**src/rtl/instr_tx.sv**
```systemverilog
// ---------------------------------------------------------------------------
// instr_tx -- UART transmitter for 16-bit instruction words.
//
// Sends one instruction as two 8N1 frames, low byte first, then high byte.
// This is the transmit-side partner of the instruction receiver.
// Only one instruction can be in flight; a strobe while busy is dropped.
//
// Build option:
//   INSTR_TX_GAP_EN  when defined, the line idles high for GAP_BITS bit
//                    periods between the two bytes.
//
// Parameters:
//   CLKS_PER_BIT  clocks per UART bit (>= 2)
//   GAP_BITS      idle bit periods between the bytes (gap build only)
//
// Ports:
//   i_clk        system clock
//   i_rst        asynchronous active-high reset
//   i_tx_dv      one-cycle send strobe, accepted only when idle
//   i_tx_instr   instruction word, sampled on the accepting edge
//   o_tx_serial  UART line, idles high
//   o_tx_active  high while a transfer is in progress
//   o_tx_done    one-cycle pulse after the high byte's stop bit
// ---------------------------------------------------------------------------
module instr_tx #(
    parameter int CLKS_PER_BIT = 217,
    parameter int GAP_BITS     = 10
) (
    input  logic        i_clk,
    input  logic        i_rst,
    input  logic        i_tx_dv,
    input  logic [15:0] i_tx_instr,
    output logic        o_tx_serial,
    output logic        o_tx_active,
    output logic        o_tx_done
);

    localparam int CW = $clog2(CLKS_PER_BIT);
    localparam logic [CW-1:0] CLK_LAST = CW'(CLKS_PER_BIT - 1);

`ifdef INSTR_TX_GAP_EN
    localparam int GAP_CLKS = GAP_BITS * CLKS_PER_BIT;
    localparam int GW       = (GAP_CLKS > 1) ? $clog2(GAP_CLKS) : 1;
    localparam logic [GW-1:0] GAP_LAST = GW'(GAP_CLKS - 1);

    typedef enum logic [2:0] {
        IDLE, START, DATA, STOP, GAP, CLEANUP
    } state_t;

    logic [GW-1:0] gap_cnt_reg, gap_cnt_next;
`else
    typedef enum logic [2:0] {
        IDLE, START, DATA, STOP, CLEANUP
    } state_t;

    // GAP_BITS only shapes the gap build; this empty block keeps the
    // parameter referenced so both builds share one parameter list.
    if (GAP_BITS < 0) begin : g_gap_bits_unused
    end
`endif

    state_t        state_reg, state_next;
    logic [CW-1:0] clk_cnt_reg, clk_cnt_next;
    logic [2:0]    bit_idx_reg, bit_idx_next;
    logic          byte_sel_reg, byte_sel_next;
    logic [15:0]   data_reg, data_next;
    logic          serial_reg, serial_next;
    logic          active_reg, active_next;
    logic          done_reg, done_next;
    logic [7:0]    cur_byte;

    assign cur_byte    = byte_sel_reg ? data_reg[15:8] : data_reg[7:0];
    assign o_tx_serial = serial_reg;
    assign o_tx_active = active_reg;
    assign o_tx_done   = done_reg;

    always_ff @(posedge i_clk or posedge i_rst) begin
        if (i_rst) begin
            state_reg    <= IDLE;
            clk_cnt_reg  <= '0;
            bit_idx_reg  <= '0;
            byte_sel_reg <= 1'b0;
            data_reg     <= '0;
            serial_reg   <= 1'b1;
            active_reg   <= 1'b0;
            done_reg     <= 1'b0;
`ifdef INSTR_TX_GAP_EN
            gap_cnt_reg  <= '0;
`endif
        end else begin
            state_reg    <= state_next;
            clk_cnt_reg  <= clk_cnt_next;
            bit_idx_reg  <= bit_idx_next;
            byte_sel_reg <= byte_sel_next;
            data_reg     <= data_next;
            serial_reg   <= serial_next;
            active_reg   <= active_next;
            done_reg     <= done_next;
`ifdef INSTR_TX_GAP_EN
            gap_cnt_reg  <= gap_cnt_next;
`endif
        end
    end

    // Outputs are computed as next values and registered, so the line level
    // seen during a state is set on the first edge spent in that state.
    always_comb begin
        state_next    = state_reg;
        clk_cnt_next  = clk_cnt_reg;
        bit_idx_next  = bit_idx_reg;
        byte_sel_next = byte_sel_reg;
        data_next     = data_reg;
        serial_next   = serial_reg;
        active_next   = active_reg;
        done_next     = 1'b0;
`ifdef INSTR_TX_GAP_EN
        gap_cnt_next  = gap_cnt_reg;
`endif

        case (state_reg)
            IDLE: begin
                serial_next  = 1'b1;
                clk_cnt_next = '0;
                bit_idx_next = '0;
                if (i_tx_dv) begin
                    data_next     = i_tx_instr;
                    byte_sel_next = 1'b0;
                    active_next   = 1'b1;
                    state_next    = START;
                end
            end

            START: begin
                serial_next = 1'b0;
                if (clk_cnt_reg == CLK_LAST) begin
                    clk_cnt_next = '0;
                    state_next   = DATA;
                end else begin
                    clk_cnt_next = clk_cnt_reg + 1'b1;
                end
            end

            DATA: begin
                serial_next = cur_byte[bit_idx_reg];
                if (clk_cnt_reg == CLK_LAST) begin
                    clk_cnt_next = '0;
                    if (bit_idx_reg == 3'd7) begin
                        bit_idx_next = '0;
                        state_next   = STOP;
                    end else begin
                        bit_idx_next = bit_idx_reg + 1'b1;
                    end
                end else begin
                    clk_cnt_next = clk_cnt_reg + 1'b1;
                end
            end

            STOP: begin
                serial_next = 1'b1;
                if (clk_cnt_reg == CLK_LAST) begin
                    clk_cnt_next = '0;
                    if (byte_sel_reg) begin
                        state_next = CLEANUP;
                    end else begin
`ifdef INSTR_TX_GAP_EN
                        gap_cnt_next = '0;
                        state_next   = GAP;
`else
                        byte_sel_next = 1'b1;
                        state_next    = START;
`endif
                    end
                end else begin
                    clk_cnt_next = clk_cnt_reg + 1'b1;
                end
            end

`ifdef INSTR_TX_GAP_EN
            GAP: begin
                serial_next = 1'b1;
                if (gap_cnt_reg == GAP_LAST) begin
                    gap_cnt_next  = '0;
                    byte_sel_next = 1'b1;
                    state_next    = START;
                end else begin
                    gap_cnt_next = gap_cnt_reg + 1'b1;
                end
            end
`endif

            CLEANUP: begin
                serial_next = 1'b1;
                done_next   = 1'b1;
                active_next = 1'b0;
                state_next  = IDLE;
            end

            default: begin
                serial_next = 1'b1;
                active_next = 1'b0;
                state_next  = IDLE;
            end
        endcase
    end

endmodule

```
**config.mk**
```make
export PLATFORM = sky130hd
export DESIGN_NAME = instr_tx
export DESIGN_NICKNAME = d
export VERILOG_FILES = /design/src/rtl/instr_tx.sv
export SDC_FILE = /design/constraint.sdc
export NUM_CORES = 1
export LEC_CHECK = 0
export ABC_AREA = 1
export ABC_CLOCK_PERIOD_IN_PS = 2100
export CAP_MARGIN = 5
export CORE_MARGIN = 5
export CORE_UTILIZATION = 54
export DETAILED_ROUTE_END_ITERATION = 7
export GPL_TIMING_DRIVEN = 0
export PLACE_DENSITY = 0.86
export SYNTH_ARGS = -nofsm -noshare
export SYNTH_HDL_FRONTEND = slang
export SYNTH_SLANG_ARGS = --single-unit
```
**constraint.sdc**
```tcl
create_clock -name i_clk -period 2.1 [get_ports i_clk]
set_clock_uncertainty 0.1 [all_clocks]
set_input_delay 0.21 -clock i_clk [delete_from_list [all_inputs] [get_ports i_clk]]
set_output_delay 0.21 -clock i_clk [all_outputs]
set_load 0.005 [all_outputs]
```
== Word-level counts from Yosys, hierarchy flattened ==
Cells that the tools add are included.
Storage, ports and cells
  bits in registers: 34
  output and inout port bits: 3
Operators by class
  $add $sub $neg: 2
  order comparisons: 1
  equality and inequality tests: 11
  multiplexer cells: 22
  bitwise operators: 1
  reductions and logical operators: 10
Operator list (number)
  $mux 3: 8
  $mux 8: 2
  $pmux 8 s2: 1
  $pmux 3 s4: 1
  $ne 2x2->1 const B: 5
  $add 8x1->8 const B: 1
  $eq 8x8->1 const B: 1
  $eq 3x2->1 const B: 2
  $eq 3x3->1 const B: 2
  $pmux 1 s2: 3
  $pmux 3 s2: 1
  $reduce_and 2->1: 3
  $reduce_bool 2->1: 3
  $mux 1: 5
  $reduce_and 5->1: 1
  $lt 3x4->1 const B: 1
  $add 3x1->3 const B: 1
  $bmux 1 s3: 1
  $eq 3x1->1 const B: 1
  $logic_not 3->1: 1
  $reduce_and 3->1: 1
  $reduce_or 3->1: 1
  $not 1->1: 1

== Depth between registers and ports, before layout ==
  depth in word-level cells: 4
  gate-level depth with buffers: 10

== Least setup slack after synthesis ==
Ideal clock, no wire load.
  path kind: register -> register
  start point: reg clk_cnt_reg[0]
  end point: reg clk_cnt_reg[2]
  arrival: 1.224 ns
  setup slack: 0.657 ns
  cell stages (with the launch flop): 10
  period minus slack after synthesis: 1.443 ns
  cells stage by stage: dfrtp_1 inv_1 ha_1 nand2_1 nor3_2 nand4_1 nand2_2 inv_2 nor2_4 nor2_1
Between the ends
  word-level cells in the longest chain between the ends: 3
  elaborated cells on any way between the ends: 4
  classes of those cells: add/sub (1); eq/ne (1); mux (2)
RTL lines
  start: declaration: RTL line 63  | logic [CW-1:0] clk_cnt_reg, clk_cnt_next;
  start signal: assignment: RTL line 92  | clk_cnt_reg <= clk_cnt_next;
  $add 8x1->8 / $eq 8x8->1 (equally long branches)
  $mux 8 (*): RTL line 135, 145, 160
  $pmux 8 s2 (*): RTL line 120  | case (state_reg)
Mark *: on every way between the ends. The rest lies on a longest branch, timed or not.
A chain may end at the register's enable or synchronous reset.

== Worst setup path in the final report ==
  start point: reg clk_cnt_reg[0]
  end point: reg clk_cnt_reg[4]
The elaborated chain is that of the path after synthesis.

==> flow_metrics.tcl <==
set metrics [dict create \
    synth_area_leader_cell "dfrtp_1" \
    final_core_util_pct 67.3 \
    layout-drive-gt1-share_pct 12.6 \
    ctsHoldBuffers 0 \
    yosysTopAreaCellShare_pct 46.6 \
    nNetsFinal 260 \
    tightest_slew_ps 676 \
    die_height_um 67.3 \
    min_period_over_period_pct 80.0 \
    start_util_pct 57.1 \
    layout_common_cells "42 x nand2_1, 33 x dfrtp_1, 26 x inv_1, 26 x nor2_1, 21 x clkdlybuf4s50_1" \
    cts.sinks 34 \
    cts_setup_buffers 0 \
    die-area_um2 4530 \
    clk_pin_slew_ps 100 \
    vias 1395 \
    largest_reg_flops 16 \
    multi_input_area_um2 753 \
    tns_ps 0 \
    rsz0062_at_grt "false" \
    synth_cell_types 30 \
    grt_antenna_before_repair 0 \
    via_per_inst 4.95 \
    dr.pass1.iters 4 \
    drc 0 \
    layout_commonest_cell "nand2_1" \
    setup_violations 0 \
    drv_slew 0 \
    synth.cell_area_um2 1770 \
    n_antenna_cell 0 \
    ys_ff_latch 34 \
    ys_warn_count 0 \
    relSlewSlack_pct 54.9 \
    wl_per_cell_um 12.0 \
    syn_avg_cell_area_um2 8.48 \
    overflow 0 \
    grt.total_usage_pct 17.2 \
    p_leak_nw 1.01 \
    clkLatencyLatePin_ps 330 \
    area_delta_synth_final_pct 17.7 \
    cts_buffers 5 \
    hold_path.class "input port to async pin" \
    syn_nets 232 \
    ios 22 \
    worstSetupPathType "flip-flop to flip-flop" \
    cts_max_path_buffers 2 \
    cts_resized 0 \
    coreArea_um2 3100 \
    maxCapViolations 0 \
    fill_cells 272 \
    status "completed" \
    ys_top_cells_by_area "dfrtp_1 47%, nand2_1 8.9%, inv_1 5.7%, nor2_1 5.5%, nand3_1 5.1%" \
    vdd_drop_max_uv 258 \
    postSynth.asyncResetShare_pct 100 \
    synth_ff_type "dfrtp_1" \
    cts_htree_levels 2 \
    grt_start_max_net_pins 35 \
    io_buffers 21 \
    wirelength_mm 3.37 \
    cp-end-kind "flip-flop" \
    netlist_instances 209 \
    finalHoldViolations 0 \
    seq_area_frac_synth_pct 48.1 \
    cp.arrival_ps 1810 \
    regArea_um2 852 \
    place_congestion 0.834 \
    drtIter0Drc 94 \
    dp_hpwl_mm 2.48 \
    p_per_area_nw_per_um2 500 \
    synth_edf_count 0 \
    grt_pass1_wl_mm 5.82 \
    path_max_fanout 6 \
    route.antenna.remaining_nets 0 \
    die_w_um 67.3 \
    fmax_mhz 595 \
    root_buffer "clkbuf_4" \
    critPathLaunchType "flip-flop" \
    cts_tree "built" \
    std_cell_rows 20 \
    cp_data_required_time_ps 2230 \
    grt_pass1_vias 1337 \
    period_needed_ps 1680 \
]
cell families (layout without fill, tap and decap cells):
group                      count (synthesis)  in the layout  share of synthesized area, %
xor gates and xnor gates                   5              5                          2.47
and+or+nand+nor                          102            102                          27.7
muxes                                      2              2                          1.69
adders and majority gates                  4              4                          2.82
DFF                                       34             34                          48.1
buffers and inverters                     36             65                          9.46
AOI/OAI and AO/OA                         26             26                          7.76
routing by layer:
metal  track usage (%)  share of wire [%]  up-vias
met5                 0                  0        -
met4              9.11                2.4        0
met3              3.66                5.3        8
met2              26.4                 45       33
met1              22.9                 48      638
li1                  -                  -      716
synthesized netlist by cell type (2+ instances only):
| cell type | count |
|---|---|
| nor3_1 | 2 |
| a21oi_1 | 16 |
| buf_6 | 3 |
| nor3_2 | 2 |
| ha_1 | 4 |
| nand2_2 | 3 |
| inv_2 | 3 |
| xor2_1 | 5 |
| nand2_1 | 42 |
| dfrtp_1 | 33 |
| mux2_4 | 2 |
| nor2_1 | 26 |
| nand4_1 | 2 |
| o21ai_0 | 7 |
| inv_1 | 27 |
| nand3_1 | 18 |
cell type report:
cell class,instances,share of cell area (%)
clock buffers,8,2.34
well taps,44,2.64
repair buffers,21,10.1
flip-flops and latches,34,40.8
plain buffers,5,2.22
inverters,31,5.82
multi-input cells,139,36.1
per-stage QoR:
step	hold slack, ps	std cells	cell area, µm²	setup slack (ps)	total power [W]
finish	199	282	2090	420	0.00104
detailed placement	394	274	2040	289	0.000715
floorplan	251	209	1770	657	0.000677
CTS	340	282	2090	414	0.00105
global route	252	282	2090	300	0.00109
global placement	369	274	2040	301	0.000715
final timing paths:
check / start / to / slack [ps] / cells past startpoint
min: i_rst / clk_cnt_reg[4] / 200 / 2
min reg2reg: o_tx_active / o_tx_active / 410 / 2
max: clk_cnt_reg[0] / clk_cnt_reg[4] / 420 / 9
max in group asynchronous: i_rst / clk_cnt_reg[5] / 1260 / 2
min in group i_clk: i_tx_instr[14] / data_reg[14] / 350 / 3
max reg2reg: clk_cnt_reg[0] / clk_cnt_reg[4] / 420 / 9
worst max-delay path: stages (launching register included):
cell	delay (ps)
dfrtp_1	430
inv_1	70
ha_1	150
nand2_1	110
nor3_2	120
nand4_1	150
nand2_2	170
inv_2	70
nor2_4	140
nor2_1	70
report_power, final:
part | internal [W] | switching [W]
registers | 0.000654 | 0
clock network | 0.000133 | 0.000209
logic | 0.0000293 | 0.0000178
Power figures use the tool's default switching activity.
